[config.mk]
export PLATFORM = sky130hd
export DESIGN_NAME = bcd_counter_0_9999_flat
export DESIGN_NICKNAME = d
export VERILOG_FILES = /design/src/rtl/bcd_counter_0_9999_pkg.sv /design/src/rtl/bcd_counter_0_9999_if.sv /design/src/rtl/bcd_counter_0_9999_digit.sv /design/src/rtl/bcd_counter_0_9999.sv /design/src/flat_wrapper.sv
export SDC_FILE = /design/constraint.sdc
export NUM_CORES = 1
export LEC_CHECK = 0
export ABC_AREA = 1
export CAP_MARGIN = 25
export CORE_UTILIZATION = 50
export CTS_BUF_LIST = sky130_fd_sc_hd__clkbuf_8
export DETAILED_ROUTE_END_ITERATION = 10
export GPL_ROUTABILITY_DRIVEN = 0
export HOLD_SLACK_MARGIN = 0.12
export PLACE_DENSITY = 0.83
export SYNTH_ARGS = -nofsm -noshare
export SYNTH_HDL_FRONTEND = slang
export SYNTH_SLANG_ARGS = --single-unit
[constraint.sdc]
create_clock -name clk -period 3.7 [get_ports clk]
set_clock_uncertainty 0.2 [all_clocks]
set_input_delay 0.74 -clock clk [delete_from_list [all_inputs] [get_ports clk]]
set_output_delay 0.74 -clock clk [all_outputs]
set_load 0.005 [all_outputs]
[src/rtl/bcd_counter_0_9999_pkg.sv]
// Package: bcd_pkg
// Constants and helpers shared by the four-decade BCD counter, its digit
// stage and its interface.
//   DIG_W      width of one BCD digit
//   BCD_MAX    largest legal digit value (9)
//   BCD_MIN    smallest legal digit value (0)
//   bcd_clamp  saturates a nibble to the legal BCD range
package bcd_pkg;

    localparam int unsigned DIG_W = 4;

    localparam logic [DIG_W-1:0] BCD_MAX = 4'd9;
    localparam logic [DIG_W-1:0] BCD_MIN = 4'd0;

    function automatic logic [DIG_W-1:0] bcd_clamp(input logic [DIG_W-1:0] n);
        return (n > BCD_MAX) ? BCD_MAX : n;
    endfunction

endpackage

[src/rtl/bcd_counter_0_9999_if.sv]
// Interface: bcd_counter_0_9999_if
// Control inputs and display outputs of the BCD counter.
//   en, up, clr, load, load_val   control (driven by master)
//   thou, hund, tens, units       BCD digits, most significant first (driven by slave)
//   tick, wrap                    one-cycle step / wrap-around pulses (driven by slave)
interface bcd_counter_0_9999_if;
    import bcd_pkg::*;

    logic             en;
    logic             up;
    logic             clr;
    logic             load;
    logic [15:0]      load_val;
    logic [DIG_W-1:0] thou;
    logic [DIG_W-1:0] hund;
    logic [DIG_W-1:0] tens;
    logic [DIG_W-1:0] units;
    logic             tick;
    logic             wrap;

    modport master (
        output en, up, clr, load, load_val,
        input  thou, hund, tens, units, tick, wrap
    );

    modport slave (
        input  en, up, clr, load, load_val,
        output thou, hund, tens, units, tick, wrap
    );

endinterface

[src/rtl/bcd_counter_0_9999_digit.sv]
// Module: bcd_digit
// One BCD decade with ripple carry/borrow for chaining.
//   clk, rst_n   clock, asynchronous active-low reset
//   inc, dec     step this digit up / down (from the previous stage's co/bo)
//   clr          synchronous clear to 0 (highest priority)
//   ld, ld_val   synchronous load; values above 9 are saturated to 9
//   q            registered digit, always 0..9
//   co, bo       carry out (inc at 9) / borrow out (dec at 0), combinational
module bcd_digit
    import bcd_pkg::*;
(
    input  logic             clk,
    input  logic             rst_n,
    input  logic             inc,
    input  logic             dec,
    input  logic             clr,
    input  logic             ld,
    input  logic [DIG_W-1:0] ld_val,
    output logic [DIG_W-1:0] q,
    output logic             co,
    output logic             bo
);

    assign co = inc & (q == BCD_MAX);
    assign bo = dec & (q == BCD_MIN);

    always_ff @(posedge clk or negedge rst_n) begin
        if (!rst_n) begin
            q <= '0;
        end else if (clr) begin
            q <= '0;
        end else if (ld) begin
            q <= bcd_clamp(ld_val);
        end else if (inc) begin
            q <= (q == BCD_MAX) ? BCD_MIN : q + 4'd1;
        end else if (dec) begin
            q <= (q == BCD_MIN) ? BCD_MAX : q - 4'd1;
        end
    end

endmodule

[src/rtl/bcd_counter_0_9999.sv]
// Module: bcd_counter_0_9999
// Four-decade BCD up/down counter (0000..9999) with a built-in tick prescaler.
// Steps once every TICK_DIV enabled clocks; feeds a multiplexed 7-segment driver.
//   clk, rst_n   clock, asynchronous active-low reset
//   bus (slave)  en/up/clr/load/load_val in; thou/hund/tens/units/tick/wrap out
// Priority per cycle: clr > load > step > hold. All outputs are registered.
module bcd_counter_0_9999
    import bcd_pkg::*;
#(
    parameter int unsigned TICK_DIV = 50_000_000,
    parameter int unsigned TICK_W   = 26
) (
    input  logic               clk,
    input  logic               rst_n,
    bcd_counter_0_9999_if.slave bus
);

    localparam logic [TICK_W-1:0] PRESC_LAST = TICK_W'(TICK_DIV - 1);

    logic [TICK_W-1:0] presc;
    logic              step;
    logic              co_u, co_t, co_h, co_th;
    logic              bo_u, bo_t, bo_h, bo_th;

    // clr/load suppress the step so a colliding period end is discarded.
    assign step = bus.en & (presc == PRESC_LAST) & ~bus.clr & ~bus.load;

    always_ff @(posedge clk or negedge rst_n) begin
        if (!rst_n) begin
            presc    <= '0;
            bus.tick <= 1'b0;
            bus.wrap <= 1'b0;
        end else begin
            bus.tick <= step;
            bus.wrap <= co_th | bo_th;
            if (bus.clr || bus.load) begin
                presc <= '0;
            end else if (bus.en) begin
                presc <= (presc == PRESC_LAST) ? '0 : presc + 1'b1;
            end
        end
    end

    bcd_digit u_units (
        .clk    (clk),
        .rst_n  (rst_n),
        .inc    (step & bus.up),
        .dec    (step & ~bus.up),
        .clr    (bus.clr),
        .ld     (bus.load),
        .ld_val (bus.load_val[3:0]),
        .q      (bus.units),
        .co     (co_u),
        .bo     (bo_u)
    );

    bcd_digit u_tens (
        .clk    (clk),
        .rst_n  (rst_n),
        .inc    (co_u),
        .dec    (bo_u),
        .clr    (bus.clr),
        .ld     (bus.load),
        .ld_val (bus.load_val[7:4]),
        .q      (bus.tens),
        .co     (co_t),
        .bo     (bo_t)
    );

    bcd_digit u_hund (
        .clk    (clk),
        .rst_n  (rst_n),
        .inc    (co_t),
        .dec    (bo_t),
        .clr    (bus.clr),
        .ld     (bus.load),
        .ld_val (bus.load_val[11:8]),
        .q      (bus.hund),
        .co     (co_h),
        .bo     (bo_h)
    );

    bcd_digit u_thou (
        .clk    (clk),
        .rst_n  (rst_n),
        .inc    (co_h),
        .dec    (bo_h),
        .clr    (bus.clr),
        .ld     (bus.load),
        .ld_val (bus.load_val[15:12]),
        .q      (bus.thou),
        .co     (co_th),
        .bo     (bo_th)
    );

endmodule

[src/flat_wrapper.sv]
// flat-port wrapper written by rule: the top's interface ports become plain ports
module bcd_counter_0_9999_flat import bcd_pkg::*;
#(
    parameter int unsigned TICK_DIV = 50_000_000,
    parameter int unsigned TICK_W   = 26
)
  (clk, rst_n, bus_en, bus_up, bus_clr, bus_load, bus_load_val, bus_thou, bus_hund, bus_tens, bus_units, bus_tick, bus_wrap);
  bcd_counter_0_9999_if bus_i ();
  input  logic clk;
  input  logic rst_n;
  input wire logic [$bits(bus_i.en)-1:0] bus_en;
  input wire logic [$bits(bus_i.up)-1:0] bus_up;
  input wire logic [$bits(bus_i.clr)-1:0] bus_clr;
  input wire logic [$bits(bus_i.load)-1:0] bus_load;
  input wire logic [$bits(bus_i.load_val)-1:0] bus_load_val;
  output wire logic [$bits(bus_i.thou)-1:0] bus_thou;
  output wire logic [$bits(bus_i.hund)-1:0] bus_hund;
  output wire logic [$bits(bus_i.tens)-1:0] bus_tens;
  output wire logic [$bits(bus_i.units)-1:0] bus_units;
  output wire logic [$bits(bus_i.tick)-1:0] bus_tick;
  output wire logic [$bits(bus_i.wrap)-1:0] bus_wrap;
  assign bus_i.en = bus_en;
  assign bus_i.up = bus_up;
  assign bus_i.clr = bus_clr;
  assign bus_i.load = bus_load;
  assign bus_i.load_val = bus_load_val;
  assign bus_thou = bus_i.thou;
  assign bus_hund = bus_i.hund;
  assign bus_tens = bus_i.tens;
  assign bus_units = bus_i.units;
  assign bus_tick = bus_i.tick;
  assign bus_wrap = bus_i.wrap;
  bcd_counter_0_9999 #(.TICK_DIV(TICK_DIV), .TICK_W(TICK_W)) u_core (.clk(clk), .rst_n(rst_n), .bus(bus_i));
endmodule
# Word level (Yosys, flattened, before mapping)
# Cells that the tools add are included.
# word_totals
reg_bits,44
out_inout_bits,18
inputBits,22
elab_cells,83
# op_classes
n_mux,31
add_sub_neg,9
n_eq_ne,5
bitwise_logic,17
magnitude_cmp,4
n_reduce_logical,10
# op_table
cell,count
$mux 4,28
$mux 26,3
$add 26x1->26 const B,1
$eq 26x26->1 const B,1
$add 4x1->4 const B,4
$eq 4x4->1 const B,4
$gt 4x4->1 const B,4
$logic_not 4->1,4
$reduce_bool 4->1,4
$sub 4x1->4 const B,4
$and 1x1->1,13
$not 1->1,3
$reduce_bool 2->1,1
$logic_or 1x1->1,1
$or 1x1->1,1

# Logic depth before layout (Yosys ltp)
# Gate-level depths: netlist of run 1.
# logic_depth
word_depth,12
ltp_mapped,15
mapped_depth_nobuf,15

# Hierarchy
# A second synthesis of run 1 with hierarchy kept.
# hier_totals
cells_unflattened,524
hier_area_um2,3334.4
# by_module_without_submodules
module,n_inst,cells_per_inst,seq_area_each_um2,area_per_inst_um2
bcd_counter_0_9999,1,240,700.7,1788.0
bcd_digit,4,71,100.1,386.6

# Worst setup path after synthesis of run 1
# No wires, ideal clock.
# synth_path
path_type,input to register
start,input bus_clr
end,register u_core.u_thou.q[2]
required_time_ns,3.384
setup_time_ns,0.116
stages,11
slack_ns,1.528
path_buffers,0
arrival_time_ns,1.855
path_cell_list,or2_4 nor2_8 nand4_2 nor2_4 nand2_2 clkinv_1 nand3_1 nand3_1 nand2_1 nand2_1 nand2_1
# synth_between
elab_chain_cells,10
elab_cells_between_ends,15
classes_between,mux (3); bitwise (11); reduce/logical (1)
# synth_rtl
element,line,text
start: declaration,flat_wrapper.sv:13,input wire logic [$bits(bus_i.clr)-1:0] bus_clr;
$not 1->1,bcd_counter_0_9999.sv:26,assign step = bus.en & (presc == PRESC_LAST) & ~bus.clr & ~bus.load;
$and 1x1->1 (2 in a row),bcd_counter_0_9999.sv:26,
$and 1x1->1,bcd_counter_0_9999.sv:47,".inc (step & bus.up),"
$and 1x1->1 (3 in a row),bcd_counter_0_9999_digit.sv:24,assign co = inc & (q == BCD_MAX);
$mux 4,bcd_counter_0_9999_digit.sv:34,end else if (inc) begin
$mux 4,bcd_counter_0_9999_digit.sv:32,end else if (ld) begin
$mux 4,bcd_counter_0_9999_digit.sv:30,end else if (clr) begin
end signal: assignment,bcd_counter_0_9999_digit.sv:33,q <= bcd_clamp(ld_val);
end signal: assignment,bcd_counter_0_9999_digit.sv:35,q <= (q == BCD_MAX) ? BCD_MIN : q + 4'd1;
end signal: assignment,bcd_counter_0_9999_digit.sv:37,q <= (q == BCD_MIN) ? BCD_MAX : q - 4'd1;
end: declaration,bcd_counter_0_9999_digit.sv:19,"output logic [DIG_W-1:0] q,"
# Several ways; a longest one is shown, not always the timed one.
# A chain may end at the register's enable or synchronous reset.

# Final worst setup path of run 1
# Ends and elaborated chain as after synthesis.

==> run metrics, run 1 <==
outcome=complete, but fails checks; violations in the final reports=DRC; sort of element at the start of the critical path=primary input; share of async-settable or async-resettable flops after synthesis=1.00; Detailed Route Iter0 Violations=217; final period utilization=0.740; number of enable-type register cells in the synthesized netlist=0; initial cell density of the core=0.526; Max-cap violations=0; synthesized flop and latch total=44; Final Hold Vio Count=0; sequential power share=0.437; vias after detailed routing=3401; Req. time, crit path=around 3700 ps; gate count of the mapped netlist=471; leading register cell type out of synthesis=dfrtp_1; most frequent cells in the layout=nand2_1, inv_1, dfrtp_1; shortest period the worst path allows=2740 ps; Rows=29; CP Max Fanout=6; root buffer selected by CTS=clkbuf_8; Avg Synthesized Cell Area=7.18 µm²; list of cells traversed by the critical path=clkdlybuf4s50_1 -> or2_4 -> nor2_8 -> nand4_2 -> nor2_4 -> nand2_2 -> clkinv_1 -> nand3_1 -> nand3_1 -> nand2_1 -> nand2_1 -> nand2_1; transition time at the pin with the least slew margin=between 500 and 600 ps; Post-Layout Cell Count=595; number of clock sinks=44; # diodes=0; power per cell area=306 nW/µm²; post-cts repair resize count=0; leading cell type in the layout, fill and taps excluded=nand2_1; io pins=40; number of max-slew violations in the final report=0; routed via count divided by cell count=between 5 and 6; placeable core region=6420 µm²; Core Util, Final=0.624; fraction of power consumed by combinational cells=0.241; fraction of layout instances using a drive strength above 1=0.112; routed wirelength normalized by instance count=14.3 µm; DP Wirelength=6.33 mm; number of levels the H-tree was split into=2; number of CTS-inserted buffers=5; switching part of the total power=0.318; endpoint arrival time on the critical path=roughly 2700 ps; Port Buf Inserts=39; global-route usage over all layers=0.251; Yosys top cell by area=dfrtp_1; setup_tns=0 ps; die extent in y=around 84 µm; Critical Path Most Common Cell=nand2_1; cts-stage hold buffer count=0; antenna violations before repair=0; Post-Synthesis Net Count=between 500 and 600; Hold Crit Class=reg2reg; later-pin clock latency in the skew report=roughly 320 ps; maximum number of pins on one net before global-route repair=45; antenna viol nets, final=0; Total Nets Final=552; IR drop worst, VDD=0.171 mV; detailed-routing iteration count for the pre-antenna-repair pass=8; area share of the largest cell type after synthesis=0.326; CTS tree=yes; synthesized area=3380 µm²; worst max-slew margin expressed relative to the limit=0.627; kind of critical path=in2reg; Die ar.=7090 µm²; count of endpoints failing setup in the final report=0; unrepaired setup endpoints after global routing=no; synthesis warning total=0; highest achievable clock rate=365 MHz; Post CTS Setup Buffer Count=0; internal power=0.837 mW; wire length of the first global-routing pass=between 10 and 15 mm; number of placed instances, taps included=585; biggest cell delay along the critical path=570 ps; DRC=4; Synth area leaders=dfrtp_1, nand2_1, inv_1; Post-Route WL=8.52 mm; clock slew at reported path FFs=90 ps; GRT overflow=0; Critical Path Sink Type=flop; vias in the first global route=3205; leakage power total=1.76 nW; count of different cell masters after synthesis=42; deepest clock path buffer count=2; synthesis-to-layout area growth=18.6%; sequential cell area fraction in the yosys report=0.326; Critical Path Slowest Stage Cell=clkdlybuf4s50_1; share of power burned in the clock network=0.323; Switching Power=0.390 mW; Chip Width=84.2 µm
[flip-flops by register name (all words and copies together) (netlist names)]
name,cells
u_core.u_units.q,4
u_core.bus.tick,1
u_core.u_tens.q,4
u_core.u_hund.q,4
u_core.bus.wrap,1
u_core.u_thou.q,4
u_core.presc,26
[power by group through the flow]
| stage | Clock [mW] | Combinational (mW) | Sequential (mW) |
|---|---|---|---|
| after floorplan | 0 | 0.171 | 0.536 |
| after global placement | 0 | 0.279 | 0.543 |
| after detailed placement | 0 | 0.286 | 0.544 |
| after CTS | 0.397 | 0.289 | 0.535 |
| after global routing | 0.422 | 0.330 | 0.539 |
| final | 0.396 | 0.295 | 0.535 |
[cell type report]
cell class,count,area (µm²)
Timing Repair Buffer,44,438
Multi-Input combinational cell,360,2030
Clock buffer,5,68.8
Clock inverter,3,46.3
Fill cell,576,2410
Inverter,62,233
Sequential cell,44,1100
Tap cell,77,96.3
[critical path, delay by kind of cell]
family	cells	cell delay, ps
simple gates	10	1310
buf+inv	2	680
[logic make-up after synthesis]
logic type / after synthesis / share of synthesized area
buffers and inverters: 67 / 0.0748
XOR/XNOR: 22 / 0.0570
flip-flops: 44 / 0.326
AO/OA/AOI/OAI: 78 / 0.132
AND/OR/NAND/NOR: 247 / 0.362
adder cells (fa/ha/maj): 13 / 0.0481
[layer usage]
| layer | global-route usage | vias to the layer above | routed length (µm) |
|---|---|---|---|
| met5 | 0 | - | 0 |
| met3 | 0.0383 | 11 | 471 |
| met2 | 0.415 | 115 | 4000 |
| li1 | - | 1646 | - |
| met4 | 0.0752 | 0 | 138 |
| met1 | 0.341 | 1629 | 3910 |
[path summary, 6_finish.rpt]
path,startpoint,endpoint,slack [ps],depth (start not counted)
worst max register to register,u_core.u_tens.q[0],u_core.u_thou.q[3],1310,10
worst min register to register,u_core.presc[0],u_core.presc[0],340,1
min in group asynchronous,rst_n,u_core.presc[12],590,2
worst min-delay path,u_core.presc[0],u_core.presc[0],340,1
worst max-delay path,bus_clr,u_core.u_thou.q[2],960,12
max in group asynchronous,rst_n,u_core.u_hund.q[1],2230,3
[synth_stat cells (2+ instances only)]
cell type,instances
nand4_2,2
nor3_4,2
nand4_1,12
nand2_2,5
nor2_4,5
o31ai_1,3
a21oi_2,2
xor2_1,19
nand3_2,4
nor2_2,11
inv_2,4
inv_1,57
o21ai_0,34
xnor2_1,3
or2_4,2
dfrtp_1,44
o211ai_1,3
or2_2,2
nor3_2,2
o22ai_1,10
clkbuf_1,4
nand3b_1,3
nor2_1,43
o21ai_1,6
nor3_1,7
a21oi_1,13
a31oi_1,2
nand3_1,28
nor4_1,2
ha_1,13
o32ai_1,2
nand2_1,112
[per-stage QoR]
stage                     instance area [µm²]  hold WS [ps]  power (mW)  worst slack (ps)
after floorplan                          3380           244       0.707              1530
after global placement                   3860           309       0.822               771
after detailed placement                 3860           327       0.831               673
after CTS                                3980           345        1.22               997
after global routing                     4010           379        1.29               833
final                                    4010           340        1.23               964
Power figures use the tool's default switching activity.
==> inputs of run 2 (changes only) <==
Settings changed: PLACE_DENSITY 0.83 to 0.85.
Clock period 3.7 ns to 2.4 ns, I/O delays scaled along.
==> run metrics, run 2 (synthesis gave the netlist of run 1 again) <==
die extent in y=84.2 µm (unchanged); endpoint arrival time on the critical path=2230 ps (-510 ps); leakage power total=1.86 nW (+5.9%); sort of element at the start of the critical path=flop; synthesis-to-layout area growth=23.4%; Seq. cell area=1100 µm² (unchanged); Rows=29 (unchanged); Chip Width=84.2 µm (unchanged); Final Hold Vio Count=0 (unchanged); kind of critical path=reg2reg; Max-cap violations=0 (unchanged); power per cell area=455 nW/µm² (+49%); CP Max Fanout=4 (-2); Post-Layout Cell Count=616 (+3.5%); shortest period the worst path allows=roughly 2200 ps; GRT overflow=0 (unchanged); worst max-slew margin expressed relative to the limit=0.440 (-0.187); transition time at the pin with the least slew margin=840 ps (+281 ps); deepest clock path buffer count=2 (unchanged); fraction of layout instances using a drive strength above 1=0.152 (+0.0402); IR drop worst, VDD=0.332 mV (+94%); io pins=40 (unchanged); Port Buf Inserts=39 (unchanged); most frequent cells in the layout=nand2_1, inv_1, dfrtp_1; worst setup slack for register-to-register paths=180 ps (-1130 ps); violations in the final reports=DRC; number of levels the H-tree was split into=2 (unchanged); Critical Path Sink Type=flop; Hold Crit Class=reg2reg; number of flip-flops in the largest register=26 (unchanged); root buffer selected by CTS=clkbuf_8; highest achievable clock rate=451 MHz; vias after detailed routing=3409 (+0.24%); register name with the most flops=u_core.presc; maximum number of pins on one net before global-route repair=37 (-18%); # diodes=0 (unchanged); number of clock sinks=44 (unchanged); placeable core region=6420 µm² (unchanged); Die ar.=7090 µm² (unchanged); vias in the first global route=3241 (+1.1%); clock slew at reported path FFs=90 ps (about the same); global-route usage over all layers=0.250 (-0.000684); Total Nets Final=573 (+3.8%); number of max-slew violations in the final report=0 (unchanged); Req. time, crit path=2410 ps (-1290 ps); DRC=2 (-2); detailed-routing iteration count for the pre-antenna-repair pass=7 (-1); initial cell density of the core=0.526 (unchanged); Detailed Route Iter0 Violations=263 (+21%); number of placed instances, taps included=603 (+3.1%); routed via count divided by cell count=5.53 (-3.2%); routed wirelength normalized by instance count=13.7 µm (-4.2%); footprint of the multi-input gates=2040 µm² (+0.80%); count of endpoints failing setup in the final report=0 (unchanged); number of CTS-inserted buffers=5 (unchanged); antenna viol nets, final=0 (unchanged); outcome=complete, but fails checks; later-pin clock latency in the skew report=310 ps (about the same); final period utilization=0.925; wire length of the first global-routing pass=14.5 mm (about the same); DP Wirelength=6.35 mm (+0.43%); leading cell type in the layout, fill and taps excluded=nand2_1; antenna violations before repair=0 (unchanged); Post-Route WL=8.44 mm (-0.87%); worst hold slack after final layout=340 ps (+0.0230 ps); # fillers=521 (-9.5%); CTS tree=yes
[run 2: repair_timing]
action                                  4_1_cts  5_1_grt
gates resized for setup                       0        4
setup buffers                                 0        4
hold buffers                                  1        0
endpoints found under the hold margin        34        0
endpoints found under the setup margin        0        7
[run 2: path summary, 6_finish.rpt]
path | from | end | cells past startpoint
max reg2reg | u_core.presc[0] | u_core.u_thou.q[0] | 11
max in group asynchronous | rst_n | u_core.presc[18] | 3
max | u_core.presc[0] | u_core.u_thou.q[0] | 11
min | u_core.presc[24] | u_core.presc[24] | 2
min reg2reg | u_core.presc[24] | u_core.presc[24] | 2
min in group asynchronous | rst_n | u_core.presc[7] | 2
[run 2: area by class of cell]
type,instances,share of cell area
multi-input combinational,360,0.490
sequential,44,0.264
timing repair buffer,65,0.140
inverter,62,0.0558
tap,77,0.0231
clock buffer,5,0.0165
clock inverter,3,0.0111
[run 2: power breakdown]
| part | internal, mW | switching [mW] | leakage (nW) |
|---|---|---|---|
| sequential | 0.771 | 0.0491 | 0.599 |
| combinational | 0.222 | 0.261 | 1.21 |
| clock | 0.314 | 0.283 | 0.0548 |
| total | 1.31 | 0.593 | 1.86 |
[run 2: stage by stage]
stage | worst slack [ps] | instance area, µm² | setup TNS [ps] | total power, mW | utilization
finish | 180 | 4170 | 0 | 1.90 | 0.650
global route | -6.63 | 4170 | -10.8 | 2.00 | 0.650
CTS | 181 | 4130 | 0 | 1.90 | 0.642
detailed placement | -83.7 | 4000 | -422 | 1.30 | 0.623
global placement | -19.8 | 4000 | -82.3 | 1.29 | 0.623
floorplan | 404 | 3380 | 0 | 1.09 | -
[run 2: critical path, cell delays in order, from the launching register on]
cell and delay (ps):
dfrtp_1 390, ha_1 220, nand3_2 170, nor2_4 170, nand3_2 90, nor2_4 140
nand2_2 90, nor2_4 120, nand4_1 150, and2_2 270, nand2_1 60, nand2_1 50
[run 2: routing by layer]
layer	wire length, µm	vias up	part of all wire	global-route usage
li1	-	1682	-	-
met1	3790	1579	0.45	0.335
met2	3960	136	0.47	0.411
met3	569	12	0.067	0.0452
met4	123	0	0.015	0.0846
met5	0	-	0	0
==> inputs of run 3 (changes only) <==
Settings changed: CORE_MARGIN set to 2, PLACE_DENSITY 0.85 to 0.83.
Clock period 2.4 ns to 2.1 ns, I/O delays scaled along.
==> run metrics, run 3 (synthesis gave the netlist of run 1 again) <==
outcome=complete, but fails checks; violations in the final reports=setup timing; number of clock sinks=44 (unchanged); Post-Layout Cell Count=656 (+6.5%); Total Nets Final=614 (+7.2%); io pins=40 (unchanged); register name with the most flops=u_core.presc; worst hold slack after final layout=355 ps (+14.8 ps); final instance area=4680 µm² (+12%); final period utilization=1.08 (+0.153); DP Wirelength=7.09 mm (+12%); # diodes=0 (unchanged); die extent in y=86.2 µm (+2.4%); shortest period the worst path allows=2260 ps (+43.7 ps); Max-cap violations=0 (unchanged); number of max-slew violations in the final report=0 (unchanged); wire length of the first global-routing pass=16.1 mm (+11%); Port Buf Inserts=39 (unchanged); slack of the critical path=-163 ps (-344 ps); Critical path origin=u_core.presc[10]; deepest clock path buffer count=2 (unchanged); vias after detailed routing=3795 (+11%); Rows=29 (unchanged); Core Util, Final=0.725 (+0.0754); routed wirelength normalized by instance count=16.1 µm (+17%); worst setup slack for register-to-register paths=-160 ps (-340 ps); global-route usage over all layers=0.271 (+0.0208); Req. time, crit path=2160 ps (-250 ps); transition time at the pin with the least slew margin=565 ps (-275 ps); R2R Path Start=u_core.presc[10]; highest achievable clock rate=442 MHz (-1.9%); vias in the first global route=3516 (+8.5%); footprint of the multi-input gates=2230 µm² (+9.2%); antenna violations before repair=0 (unchanged); endpoint arrival time on the critical path=2320 ps (+90 ps); root buffer selected by CTS=clkbuf_8; number of placed instances, taps included=631 (+4.6%); Die ar.=7440 µm² (+4.8%); routed via count divided by cell count=5.79 (+4.5%); GRT overflow=0 (unchanged); placed instance area=4240 µm² (+5.9%); maximum number of pins on one net before global-route repair=29 (-22%); CP Max Fanout=5 (+1); Post-Route WL=10.5 mm (+25%); unrepaired setup endpoints after global routing=yes; RR Endpoint=u_core.u_hund.q[0]; Worst R2R Path Depth=12 (+1); synthesis-to-layout area growth=38.5%; fraction of layout instances using a drive strength above 1=0.269 (+0.117); DRC=0 (-2); placeable core region=6460 µm² (+0.56%); # fillers=457 (-12%); Seq. cell area=1100 µm² (+0.34%); detailed-routing iteration count for the pre-antenna-repair pass=7 (unchanged); IR drop worst, VDD=0.294 mV (-12%); leakage power total=2.14 nW (+15%); Chip Width=86.2 µm (+2.4%); crit path capture=u_core.u_hund.q[0]; later-pin clock latency in the skew report=310 ps (about the same); worst max-slew margin expressed relative to the limit=0.620 (+0.180); CTS tree=yes; clock slew at reported path FFs=90 ps (about the same); Final Hold Vio Count=0 (unchanged); Critical Path Sink Type=flop; Hold Crit Class=reg2reg; initial cell density of the core=0.523 (-0.00296); Detailed Route Iter0 Violations=379 (+44%); most frequent cells in the layout=nand2_1, buf_4, inv_1; count of endpoints failing setup in the final report=15 (+15); number of flip-flops in the largest register=26 (unchanged); power per cell area=455 nW/µm² (about the same); number of levels the H-tree was split into=2 (unchanged); kind of critical path=reg2reg; antenna viol nets, final=0 (unchanged); number of CTS-inserted buffers=5 (unchanged); sort of element at the start of the critical path=flop; leading cell type in the layout, fill and taps excluded=nand2_1
==> run 3: critical path, stage by stage, from the launching register on <==
cell and delay (ps):
dfrtp_1 410, nor2_1 210, inv_1 80, nor2_1 150
nand3_2 130, nor2_4 130, nand4_1 180, buf_4 200
nand2_1 120, nor2_4 80, nor2_4 120, nand3_1 110
nand2_1 90
==> run 3: final cells by class <==
cell class	instances	area share
multi-input cells	360	0.476
flip-flops and latches	44	0.236
repair buffers	106	0.199
inverters	62	0.0505
well taps	77	0.0206
clock buffers	5	0.0147
clock inverters	2	0.00267
==> run 3: per-stage QoR <==
stage                     setup TNS, ps  total power [mW]  setup WS (ps)
after floorplan                       0              1.25            104
after global placement            -5100              1.50           -296
after detailed placement          -6820              1.52           -353
after CTS                         -20.4              2.08          -7.17
after global routing              -3320              2.23           -268
final                             -1220              2.13           -163
==> run 3: timing repair <==
action                     in CTS  in global routing
setup endpoints to repair       8                 25
hold buffers                    1                  0
pin swaps                      22                 20
hold endpoints to repair       16                  0
gates resized for setup        21                 50
buffers inserted                8                 11
==> run 3: power breakdown <==
| part | leakage (nW) | internal [mW] | switching [mW] |
|---|---|---|---|
| logic | 1.51 | 0.292 | 0.360 |
| registers | 0.594 | 0.881 | 0.0483 |
| clock network | 0.0400 | 0.226 | 0.323 |
| total | 2.14 | 1.40 | 0.731 |
==> run 3: routing by layer <==
layer	track usage	part of all wire
met5	0	0
met4	0.0824	0.033
met3	0.0429	0.074
met2	0.447	0.49
met1	0.369	0.41
==> run 3: worst min-delay path by stage <==
stage | depth (start not counted) | startpoint | end | slack, ps
finish | 2 | u_core.presc[24] | u_core.presc[24] | 350
global route | 2 | u_core.presc[24] | u_core.presc[24] | 380
CTS | 2 | u_core.presc[22] | u_core.presc[22] | 350
detailed placement | 1 | rst_n | u_core.presc[5] | 180
global placement | 1 | rst_n | u_core.presc[5] | 180
floorplan | 0 | rst_n | u_core.bus.tick | -80
